## src/rtl/mem_port_arbiter.sv

```systemverilog
// mem_port_arbiter: shares one external memory port between instruction fetch
// and data-cache refill/write-back. Data has fixed priority. A starvation
// counter forces a waiting fetch through after STARVE_MAX consecutive data
// grants. Each access holds the memory port for LATENCY cycles, then the
// owner gets a one-cycle ack with its read data registered.
module mem_port_arbiter #(
  parameter int LATENCY    = 4,
  parameter int STARVE_MAX = 3
) (
  input  logic        clk,
  input  logic        reset,
  input  logic        if_req,
  input  logic [31:0] if_addr,
  output logic        if_ack,
  output logic [31:0] if_rdata,
  input  logic        d_req,
  input  logic        d_we,
  input  logic [31:0] d_addr,
  input  logic [31:0] d_wdata,
  output logic        d_ack,
  output logic [31:0] d_rdata,
  output logic [31:0] mem_addr,
  output logic [31:0] mem_wdata,
  output logic        mem_we,
  input  logic [31:0] mem_rdata,
  output logic        busy,
  output logic        owner
);

  typedef enum logic [1:0] {
    IDLE   = 2'd0,
    ACCESS = 2'd1,
    RESP   = 2'd2
  } state_t;

  localparam logic [3:0] LAT_M1     = 4'(LATENCY - 1);
  localparam logic [3:0] STARVE_LIM = 4'(STARVE_MAX);

  state_t     state;
  logic [3:0] cnt;
  logic [3:0] starve_cnt;

  logic force_fetch;
  logic grant_d;
  logic grant_f;

  // Word addresses only: the byte-offset bits are deliberately dropped.
  logic unused_addr_bits;
  assign unused_addr_bits = ^{if_addr[1:0], d_addr[1:0]};

  // Saturating increment of the consecutive-data-grant counter.
  function automatic logic [3:0] sat_inc(input logic [3:0] v);
    if (v >= STARVE_LIM) begin
      return STARVE_LIM;
    end
    return v + 4'd1;
  endfunction

  // Arbitration decision, only consumed while the FSM is in IDLE.
  always_comb begin
    force_fetch = if_req && (starve_cnt == STARVE_LIM);
    grant_d     = d_req && !force_fetch;
    grant_f     = if_req && !grant_d;
  end

  // Access FSM with all outputs registered.
  always_ff @(posedge clk) begin
    if (reset) begin
      state      <= IDLE;
      cnt        <= 4'd0;
      starve_cnt <= 4'd0;
      if_ack     <= 1'b0;
      d_ack      <= 1'b0;
      if_rdata   <= 32'd0;
      d_rdata    <= 32'd0;
      mem_addr   <= 32'd0;
      mem_wdata  <= 32'd0;
      mem_we     <= 1'b0;
      busy       <= 1'b0;
      owner      <= 1'b0;
    end else begin
      if_ack <= 1'b0;
      d_ack  <= 1'b0;
      case (state)
        IDLE: begin
          if (grant_d) begin
            mem_addr   <= {d_addr[31:2], 2'b00};
            mem_wdata  <= d_wdata;
            mem_we     <= d_we;
            owner      <= 1'b1;
            cnt        <= LAT_M1;
            busy       <= 1'b1;
            state      <= ACCESS;
            // Only data grants that overtake a waiting fetch count toward starvation.
            starve_cnt <= if_req ? sat_inc(starve_cnt) : 4'd0;
          end else if (grant_f) begin
            // Fetch is read-only; the write-data register is left as it was.
            mem_addr   <= {if_addr[31:2], 2'b00};
            mem_we     <= 1'b0;
            owner      <= 1'b0;
            cnt        <= LAT_M1;
            busy       <= 1'b1;
            state      <= ACCESS;
            starve_cnt <= 4'd0;
          end
        end

        ACCESS: begin
          if (cnt == 4'd0) begin
            // Last cycle of the window: memory data is valid now.
            if (!mem_we) begin
              if (owner) begin
                d_rdata <= mem_rdata;
              end else begin
                if_rdata <= mem_rdata;
              end
            end
            if (owner) begin
              d_ack <= 1'b1;
            end else begin
              if_ack <= 1'b1;
            end
            mem_we <= 1'b0;
            state  <= RESP;
          end else begin
            cnt <= cnt - 4'd1;
          end
        end

        RESP: begin
          // Ack cycle; no arbitration so the requester can drop its request.
          busy  <= 1'b0;
          state <= IDLE;
        end

        default: begin
          state  <= IDLE;
          mem_we <= 1'b0;
          busy   <= 1'b0;
        end
      endcase
    end
  end

endmodule

```

## config.mk

```make
export PLATFORM = sky130hd
export DESIGN_NAME = mem_port_arbiter
export DESIGN_NICKNAME = d
export VERILOG_FILES = /design/src/rtl/mem_port_arbiter.sv
export SDC_FILE = /design/constraint.sdc
export NUM_CORES = 1
export LEC_CHECK = 0
export ABC_AREA = 0
export BUFFER_PORTS_ARGS = -buffer_cell sky130_fd_sc_hd__buf_2
export CAP_MARGIN = 20
export CORE_MARGIN = 10
export CORE_UTILIZATION = 45
export CTS_BUF_LIST = sky130_fd_sc_hd__clkbuf_4
export DETAILED_ROUTE_END_ITERATION = 12
export GPL_ROUTABILITY_DRIVEN = 0
export GPL_TIMING_DRIVEN = 0
export PLACE_DENSITY = 0.81
export SYNTH_ARGS = -nofsm -noshare
export SYNTH_HDL_FRONTEND = slang
export SYNTH_SLANG_ARGS = --single-unit
```

## constraint.sdc

```tcl
create_clock -name clk -period 2.2 [get_ports clk]
set_clock_uncertainty 0.15 [all_clocks]
set_input_delay 0.22 -clock clk [delete_from_list [all_inputs] [get_ports clk]]
set_output_delay 0.22 -clock clk [all_outputs]
set_load 0.02 [all_outputs]
```

== Yosys cells after proc, flatten, opt, wreduce, memory -nomap -nowiden ==
Index checks and enable logic that the tools add are counted.

* Word-level logic and storage cells: 73
* Input port bits: 133
* Flip-flop bits (word level): 143

* Reductions and logical operators: 18
* Equality and inequality tests: 6
* Magnitude comparators: 1
* Bitwise operators: 5
* Add/sub/neg operators: 2
* Multiplexer cells: 29

{| class="wikitable"
|+ Operators by type and width
! kind !! number
|-
| $mux W32 || 2
|-
| $mux W4 || 8
|-
| $mux W1 || 12
|-
| $pmux W4 S2 || 1
|-
| $reduce_and A2 Y1 || 4
|-
| $reduce_and A4 Y1 || 2
|-
| $mux W2 || 3
|-
| $reduce_and A3 Y1 || 2
|-
| $not A1 Y1 || 5
|-
| $add A4 B1 Y4 const B || 1
|-
| $eq A4 B2 Y1 const B || 1
|-
| $ge A4 B2 Y1 const B || 1
|-
| $logic_not A4 Y1 || 1
|-
| $ne A2 B2 Y1 const B || 2
|-
| $pmux W2 S2 || 1
|-
| $reduce_bool A2 Y1 || 2
|-
| $sub A4 B1 Y4 const B || 1
|-
| $logic_and A1 B1 Y1 || 3
|-
| $ne A3 B3 Y1 const B || 1
|-
| $pmux W1 S3 || 1
|-
| $reduce_or A3 Y1 || 1
|-
| $eq A2 B1 Y1 const B || 1
|-
| $eq A2 B2 Y1 const B || 1
|-
| $logic_not A1 Y1 || 2
|-
| other kinds (2) || 2
|}

== Longest topological paths before layout ==
Gate-level depths: netlist of the first run.

* Word-level depth: 10
* Mapped depth: 7

== Worst setup path before layout of the first run ==
Ideal clock, no wire load.

* Kind: register to register
* Start point: register cnt[0]
* End point: register if_rdata[10]
* Setup time: 132 ps
* Slack: 465 ps
* Stages on the path, launching flop included: 8
* Arrival: 1,453 ps
* Period minus slack after synthesis: 1,735 ps
* Cells stage by stage: dfxtp_1 inv_1 ha_1 or3b_4 buf_6 buf_1 o21ai_0 a21oi_1

* Longest elaborated chain between the ends: 2

{| class="wikitable"
|+ Ends and longest elaborated chain
! what !! line !! text
|-
| start: declaration || 40 || <nowiki>logic [3:0] cnt;</nowiki>
|-
| start signal: assignment || 126 || <nowiki>cnt <= cnt - 4'd1;</nowiki>
|-
| $logic_not A4 Y1 || 109 || <nowiki>if (cnt == 4'd0) begin</nowiki>
|-
| $reduce_and A4 Y1 (no line) || -- ||
|-
| end signal: assignment || 115 || <nowiki>if_rdata <= mem_rdata;</nowiki>
|-
| end: declaration || 15 || <nowiki>output logic [31:0] if_rdata,</nowiki>
|}

Every way passes these cells.
A chain may end at the register's enable or synchronous reset.

== Worst setup path in the final report of the first run ==
* Start point: register cnt[0]
* End point: register if_rdata[9]

The elaborated chain is that of the path after synthesis.

==> results of run 1 <==
## metrics by stage
| stage | total power [mW] | setup WS, ns | utilization, % |
|---|---|---|---|
| 2_1_floorplan | 3.89 | 0.465 | - |
| 3_3_place_gp | 4.45 | 0.263 | 58.1 |
| 3_5_place_dp | 4.47 | 0.233 | 58.1 |
| 4_1_cts | 6.28 | 0.225 | 70.3 |
| 5_1_grt | 6.61 | 0.0863 | 70.4 |
| 6_report | 6.35 | 0.171 | 70.4 |
## worst reg2reg max path, stage by stage (launching register included)
cell and delay [ns]:
dfxtp_1 0.33, inv_1 0.11, ha_1 0.16, or3b_4 0.42
buf_6 0.16, buf_1 0.22, o21ai_0 0.26, a21oi_1 0.10
## cell families (layout without fill, tap and decap cells)
| logic type | Yosys count | count (layout) | share of synthesized area (%) |
|---|---|---|---|
| other cells | 1 | 8 | 0.0637 |
| fa+ha+maj | 3 | 3 | 0.637 |
| simple gates | 159 | 159 | 15.1 |
| buf+inv | 94 | 508 | 8.11 |
| compound gates | 301 | 301 | 28.2 |
| flops | 141 | 141 | 47.9 |
## state kept, by name, indices dropped and copies added (netlist names)
name,count
owner,1
if_ack,1
d_rdata,32
cnt,4
state,2
mem_wdata,32
d_ack,1
if_rdata,32
mem_we,1
starve_cnt,4
mem_addr,30
busy,1
## final timing paths
kind | startpoint | endpoint | depth (start not counted)
setup reg to reg | cnt[0] | if_rdata[9] | 7
hold reg to reg | busy | busy | 2
setup / recovery | cnt[0] | if_rdata[9] | 7
hold / removal | d_wdata[12] | mem_wdata[12] | 4
## routing by layer
layer | track usage [%] | share of wire (%) | up-vias
li1 | - | - | 3384
met1 | 29.7 | 36 | 3401
met2 | 42.5 | 48 | 516
met3 | 8.81 | 10 | 121
met4 | 17.1 | 5.6 | 0
met5 | 0 | 0 | -
## power by group through the flow
stage / Combinational, mW / Sequential (mW) / Clock (mW)
after detailed placement: 1.57 / 2.90 / 0
after CTS: 1.75 / 2.84 / 1.68
final: 1.81 / 2.86 / 1.68
after global placement: 1.56 / 2.90 / 0
after floorplan: 0.763 / 3.13 / 0
after global routing: 1.94 / 2.87 / 1.79
## layout make-up
type | count | area (sq um)
antenna | 6 | 15.0
buffer | 84 | 440
clock buffer | 18 | 135
clock inverter | 11 | 128
fill | 1006 | 3770
inverter | 10 | 37.5
multi-input combinational | 465 | 2590
sequential | 141 | 2820
tap | 172 | 215
timing repair buffer | 385 | 2570
## placed cells by master (no fill, tap or decap), types with 2 or more instances in the layout
| master | netlist | layout |
|---|---|---|
| buf_2 | 31 | 288 |
| dfxtp_1 | 141 | 141 |
| a21oi_1 | 131 | 131 |
| dlygate4sd3_1 | 0 | 128 |
| nand3_1 | 126 | 126 |
| o21ai_0 | 101 | 101 |
| clkbuf_1 | 34 | 34 |
| a311oi_1 | 31 | 31 |
| o21ai_1 | 28 | 28 |
| clkbuf_4 | 0 | 18 |
| inv_1 | 10 | 10 |
| diode_2 | 0 | 6 |
| buf_4 | 6 | 6 |
| clkbuf_2 | 6 | 6 |
| nor2_1 | 5 | 5 |
| nand2_1 | 4 | 4 |
| clkinv_1 | 0 | 4 |
| buf_6 | 3 | 3 |
| nand2b_1 | 3 | 3 |
| buf_8 | 3 | 3 |
| ha_1 | 3 | 3 |
| clkinv_2 | 0 | 3 |
| bufinv_16 | 0 | 3 |
| nand4bb_1 | 2 | 2 |
| nor3b_2 | 2 | 2 |
| nor4bb_1 | 2 | 2 |
| or3b_4 | 2 | 2 |
| or2_2 | 2 | 2 |
| or4_1 | 2 | 2 |
| o41ai_1 | 2 | 2 |
| o32ai_1 | 2 | 2 |
| conb_1 | 1 | 2 |
## repair_timing
item	in CTS	in global routing
hold endpoints to repair	130	0
setup buffers	0	0
hold buffers	128	0
==> metrics, run 1 <==
Vias/cell 5.74; synth unique cells 42; endpoints failing setup 0; final instance area 8950 sq um; Synth top cells by count dfxtp_1, a21oi_1, nand3_1; Top-Level Pins 266; CP max stage cell or3b_4; cells traversed along the worst timing path inv_1 > ha_1 > or3b_4 > buf_6 > buf_1 > o21ai_0 > a21oi_1; total gr overflow 0; Crit Path Max Fanout 10; Worst VDD drop 545 uV; first-pass GRT wire length 38,600 um; status completed; Seq cells post-synth ~140; reg-to-reg slack, setup 0.17 ns; 1st-pass router iterations 7; largest net degree at the start of global routing 17; Crit path max-delay family buffers and inverters; Cells after Synth 699; core area between 10,000 and 15,000 sq um; sequential area share after synthesis between 40% and 50%; dpl cells 1,129; Main synth FF type dfxtp_1; Slew Limit Fails 0; Worst-path clk slew 0.13 ns; Yosys Warn Count 0; top post-synthesis cells by area dfxtp_1, a21oi_1, nand3_1; fin cells ~1,300; Slew @ Worst Pin 0.672 ns; combinational share of power 28.5%; antenna violations before repair 5; routed len/inst slightly below 20 um; Clk pwr share about a quarter; TritonCTS buffer count 17; number of global-route vias before repair 7,219; clk sinks 141; Worst slew margin 55.2%; CTS max path bufs 2; Fin. Hold Viols 0; CTS tree built; WL final 25,200 um; top cell type's share of synthesized area 47.9%; setup TNS 0 ns; cell leakage power 3.87 nW; Sw Pwr 2.15 mW; area grow syn2layout 52.0%; count of input and output buffers 257; Syn Std Cell Area 5890 sq um; DP Wirelength 15,800 um; Data arrival, critical path around 2.3 ns; layout cells sized above 1 30.8%; most frequent cell after synthesis dfxtp_1; sequential power share 45.0%; Worst Setup Path Type reg -> reg; Pint around 4.2 mW; Startpoint Class register; CTS H-tree depth 4; Initial Utilization roughly 46%; fin crit share 92.2%; largest area contributor in the netlist dfxtp_1; Max-Cap Viols 0; Die Ht 134 um; worst hold slack around 0.28 ns; async set-reset flop share out of synthesis 0%; Die X-Extent between 100 and 150 um; dpl cell area 7400 sq um; post-route antenna net violation count 0; FP Rows 41; initial DRC count 689; DR vias 7,422; number of flops mapped to enable cells by yosys 0; Post-CTS Resized 0; drc violations 0; die area between 15,000 and 20,000 sq um; Sw Ratio 33.9%; Worst Path Buf+Inv 3; critical path endpoint category register; RSZ-0062 raised after global routing no; total track usage 26.6%; Min-Delay Path Class in -> reg; fmax around 490 MHz; Layout Nets around 1,200; Worst-Skew Late Latency 0.57 ns; CTS root buffer clkbuf_4; min Tclk post-route roughly 2 ns; syn avg cell area ~8.4 sq um; pwr/cell area 709 nW/um^2; CP peak stage delay 0.42 ns; required time worst endpoint 2.49 ns
(Power assumes the default switching activity.)
==> inputs of run 2 (changes only) <==
BUFFER_PORTS_ARGS = -buffer_cell sky130_fd_sc_hd__buf_4   (was -buffer_cell sky130_fd_sc_hd__buf_2)
CELL_PAD_IN_SITES_DETAIL_PLACEMENT = 1   (was unset)
CELL_PAD_IN_SITES_GLOBAL_PLACEMENT = 1   (was unset)
CORE_UTILIZATION = 34   (was 45)
PLACE_DENSITY = 0.85   (was 0.81)
==> run 2 against run 1 <==
Setup slack lost 0.080 ns. Sequential power is essentially flat. Register-to-register slack got worse by 0.08 ns. Sequential share of layout area decreased by 2.5 points. Clock power fell by 2%. First-iteration DRC count is 50% lower. Wire length up 27%. Hold slack better by 0.021 ns. Clock-buffer cell count fell by 1. Total power rose by 4.2%. Final cell count up 4.5%. Largest power group unchanged.
==> metrics, run 2 (same netlist as run 1, synthesis figures left out) <==
largest net degree at the start of global routing 17; Layout Nets 1,241; DR vias between 7,000 and 8,000; initial DRC count 347; Worst-path clk slew 0.15 ns; Crit Path Max Fanout 10; WL met1 approximately 12,000 um; count of input and output buffers 257; clk sinks approximately 140; status completed; Worst-Skew Late Latency 0.57 ns; TritonCTS buffer count 17; Worst VDD drop 338 uV; routed len/inst around 24 um; total gr overflow 0; Data arrival, critical path ~2.4 ns; Max-Cap Viols 0; fin cells 1,350; Worst Setup Path Type reg -> reg; drc violations 0; endpoints failing setup 0; routed length on met3 between 2000 and 3000 um; dpl cells 1,182; cell leakage power 3.99 nW; uppermost routed layer met4; fmax between 400 and 500 MHz; number of global-route vias before repair 8,288; Min-Delay Path Class in -> reg; 1st-pass router iterations 4; post-route antenna net violation count 0; FP Rows 48; Slew @ Worst Pin 0.744 ns; layout cells sized above 1 a little under a third; die area 23,000 sq um; setup TNS 0 ns; core area 17,100 sq um; Top-Level Pins 266; Slew Limit Fails 0; fin crit share 95.9%; post-route worst setup slack 0.0907 ns; first-pass GRT wire length 47,600 um; Initial Utilization 34.4%; most common cell after layout, fill and taps aside buf_4; CTS max path bufs 2; biggest regs d_rdata (32), if_rdata (32), mem_wdata (32); area grow syn2layout 64.9%; Startpoint Class register; total track usage a little over a quarter; CTS H-tree depth 4; CTS root buffer clkbuf_4; Fin. Hold Viols 0; antenna violations before repair 7; Worst R2R Start starve_cnt[0]; critical path endpoint category register; RSZ-0062 raised after global routing no; CP startpoint starve_cnt[0]; CTS tree built; pre-CTS setup slack 0.117 ns; min Tclk post-route 2.11 ns; Vias/cell 5.60; DP Wirelength 18,700 um; WL final 32,000 um; most frequent cells in the layout buf_4, dfxtp_1, a21oi_1; Die Ht between 150 and 200 um; routed wl met2 16,100 um; Worst slew margin 50.4%; pwr/cell area 681 nW/um^2; required time worst endpoint 2.51 ns; Die X-Extent 152 um; hold wc startpoint d_wdata[10]
## run 2: cell count changes in the layout (fill, tap and decap cells not counted), moves of 2 or more
| cell | change |
|---|---|
| a311oi_2 | +3 |
| buf_2 | -257 |
| a311oi_1 | -3 |
| inv_6 | +4 |
| clkinv_1 | -4 |
| bufinv_16 | -3 |
| inv_8 | +4 |
| clkinv_4 | +2 |
| buf_4 | +258 |
| clkinvlp_4 | +2 |
## run 2: per-layer routing
layer | vias up | track usage (%)
met5 | - | 0
met4 | 0 | 15.9
met3 | 99 | 8.79
met2 | 348 | 46.2
met1 | 3721 | 27.6
li1 | 3389 | -
## run 2: worst paths after layout
path	to	slack, ns	cells past startpoint
worst max-delay path	mem_addr[11]	0.09	6
worst min-delay path	mem_wdata[10]	0.30	4
worst max register to register	mem_addr[11]	0.09	6
worst min register to register	busy	0.34	2
## run 2: repair_timing
action	CTS	global route
endpoints found under the hold margin	130	0
gates resized for setup	0	8
setup buffers	0	1
hold buffers	128	0
setup endpoints to repair	0	14
## run 2: layout make-up
cell class              instances  area [sq um]
fillers                      2026          7400
repair buffers                387          3230
flip-flops and latches        141          2820
multi-input cells             465          2630
plain buffers                  83           438
well taps                     225           282
clock inverters                15           130
clock buffers                  17           128
inverters                      10          37.5
diodes                          7          17.5
## run 2: power by group
part           total (mW)  internal, mW  switching [mW]
clock                1.64         0.488            1.15
combinational        2.09         0.851            1.24
sequential           2.88          2.75           0.132
total                6.61          4.09            2.52
## run 2: through the flow
| stage | utilization [%] | hold slack (ns) | total power, mW | cell area [sq um] |
|---|---|---|---|---|
| 2_1_floorplan | - | 0.218 | 3.89 | 5890 |
| 3_3_place_gp | 47.4 | 0.311 | 4.66 | 8110 |
| 3_5_place_dp | 47.4 | 0.318 | 4.70 | 8110 |
| 4_1_cts | 56.3 | 0.255 | 6.49 | 9640 |
| 5_1_grt | 56.7 | 0.256 | 6.90 | 9710 |
| 6_report | 56.7 | 0.305 | 6.61 | 9710 |
## run 2: critical path: stages (launching register included)
cell and delay (ns):
dfxtp_1 0.35, ha_1 0.26, nand4bb_1 0.11, buf_2 0.27, buf_2 0.29, nand3_1 0.15, a311oi_2 0.42
==> inputs of run 3 (changes only) <==
CELL_PAD_IN_SITES_DETAIL_PLACEMENT = unset   (was 1)
CELL_PAD_IN_SITES_GLOBAL_PLACEMENT = unset   (was 1)
CORE_ASPECT_RATIO = 1.25   (was unset)
CORE_UTILIZATION = 24   (was 34)
PLACE_DENSITY = 0.5   (was 0.85)
==> run 3 against run 2 <==
Wire length down 18%. Critical path depth up 1. Clock-buffer cell count unchanged. Sequential share of layout area down 0.12 points. Final cell count up 7.1%. Maximum frequency up 7.8%. First-iteration DRC count up 0.29%.
==> metrics, run 3 (same netlist as run 1, synthesis figures left out) <==
Vias/cell 4.80; count of input and output buffers 257; core area 24,300 sq um; endpoints failing setup 0; Crit path depth 7; CTS H-tree depth 4; Worst-path clk slew 0.15 ns; cells traversed along the worst timing path inv_1 > ha_1 > or3b_4 > buf_6 > buf_1 > o21ai_0 > a21oi_1; Slew @ Worst Pin 0.698 ns; cell leakage power slightly below 4 nW; Post-CTS Resized 0; total track usage 16.1%; number of post-CTS setup repair buffers 0; 1st-pass router iterations 4; Crit path max-delay family buffers and inverters; area grow syn2layout 65.6%; Fin. Hold Viols 0; Worst-Skew Late Latency 0.56 ns; FP Rows between 60 and 70; Initial Utilization 24.2%; Die X-Extent 160 um; number of global-route vias before repair 7,339; WL final 26,200 um; most frequent cells in the layout buf_4, dfxtp_1, a21oi_1; TritonCTS buffer count 17; Worst slew margin 53.4%; Worst VDD drop 262 uV; antenna violations before repair 1; reg-to-reg slack, setup between 0.2 and 0.25 ns; fin crit share ~89%; fmax 511 MHz; Min-Delay Path Class in -> reg; # hold bufs at CTS 126; drc violations 0; layout cells sized above 1 about 31%; Startpoint Class register; status completed; first-pass GRT wire length between 40,000 and 50,000 um; biggest regs d_rdata (32), if_rdata (32), mem_wdata (32); CTS max path bufs 2; Slew Limit Fails 0; pwr/cell area about 660 nW/um^2; initial DRC count 348; required time worst endpoint 2.51 ns; die area between 30,000 and 40,000 sq um; Max-Cap Viols 0; Post-Route Utilization 40.1%; most common cell after layout, fill and taps aside buf_4; setup TNS 0 ns; RR Endpoint if_rdata[10]; CTS root buffer clkbuf_4; total gr overflow 0; worst reg2reg path depth 7; critical path endpoint category register; CP max stage cell or3b_4; Die Ht between 150 and 200 um; clk sinks 141; Data arrival, critical path roughly 2.3 ns; CP endpoint if_rdata[10]; DP Wirelength 18,700 um; largest net degree at the start of global routing 17; CP startpoint cnt[0]; CP peak stage delay 0.42 ns; routed len/inst 18.1 um; Crit Path Max Fanout 10; post-route antenna net violation count 0; Worst Setup Path Type reg -> reg; RSZ-0062 raised after global routing no; DR vias 6,939; Layout Nets 1,238; min Tclk post-route 1.96 ns; CTS tree built; Top-Level Pins approximately 270; Worst Path Buf+Inv 3; Worst R2R Start cnt[0]
run 3: per-layer routing:
metal	GRT usage [%]	routed length, um
met3	4.27	1420
met5	0	0
met2	27.0	12800
met4	6.64	789
met1	19.1	11200
run 3: where the power goes:
part	internal [mW]	total (mW)	switching, mW
sequential	2.75	2.86	0.110
clock	0.480	1.61	1.13
combinational	0.842	1.97	1.13
run 3: metrics by stage:
| stage | total power, mW | hold slack [ns] | instances | area, sq um | setup slack (ns) |
|---|---|---|---|---|---|
| 2_1_floorplan | 3.89 | 0.218 | 700 | 5890 | 0.465 |
| 3_3_place_gp | 4.71 | 0.312 | 1287 | 8240 | 0.193 |
| 3_5_place_dp | 4.72 | 0.316 | 1287 | 8240 | 0.166 |
| 4_1_cts | 6.53 | 0.00126 | 1445 | 9750 | 0.225 |
| 5_1_grt | 6.80 | 0.0275 | 1446 | 9750 | 0.0553 |
| 6_report | 6.44 | 0.0194 | 1446 | 9750 | 0.244 |
run 3: layout make-up:
class	instances	area (sq um)
Fill cell	2564	14600
Timing Repair Buffer	383	3190
Sequential cell	141	2820
Multi-Input combinational cell	465	2590
Buffer	84	440
Tap cell	330	413
Clock buffer	17	128
Clock inverter	15	125
Inverter	10	37.5
Antenna cell	1	2.50
run 3: worst min-delay path, stage by stage:
cell	delay [ns]
clkbuf_1	0.22
or3_4	0.19
o32ai_1	0.06
run 3: worst min-delay path by stage:
stage	endpoint	start	cells after the start	slack, ns
final	starve_cnt[1]	reset	3	0.02
after global routing	starve_cnt[0]	reset	3	0.03
after CTS	starve_cnt[1]	reset	3	0.001
after detailed placement	busy	busy	2	0.32
after global placement	busy	busy	2	0.31
after floorplan	d_rdata[0]	mem_rdata[0]	2	0.22
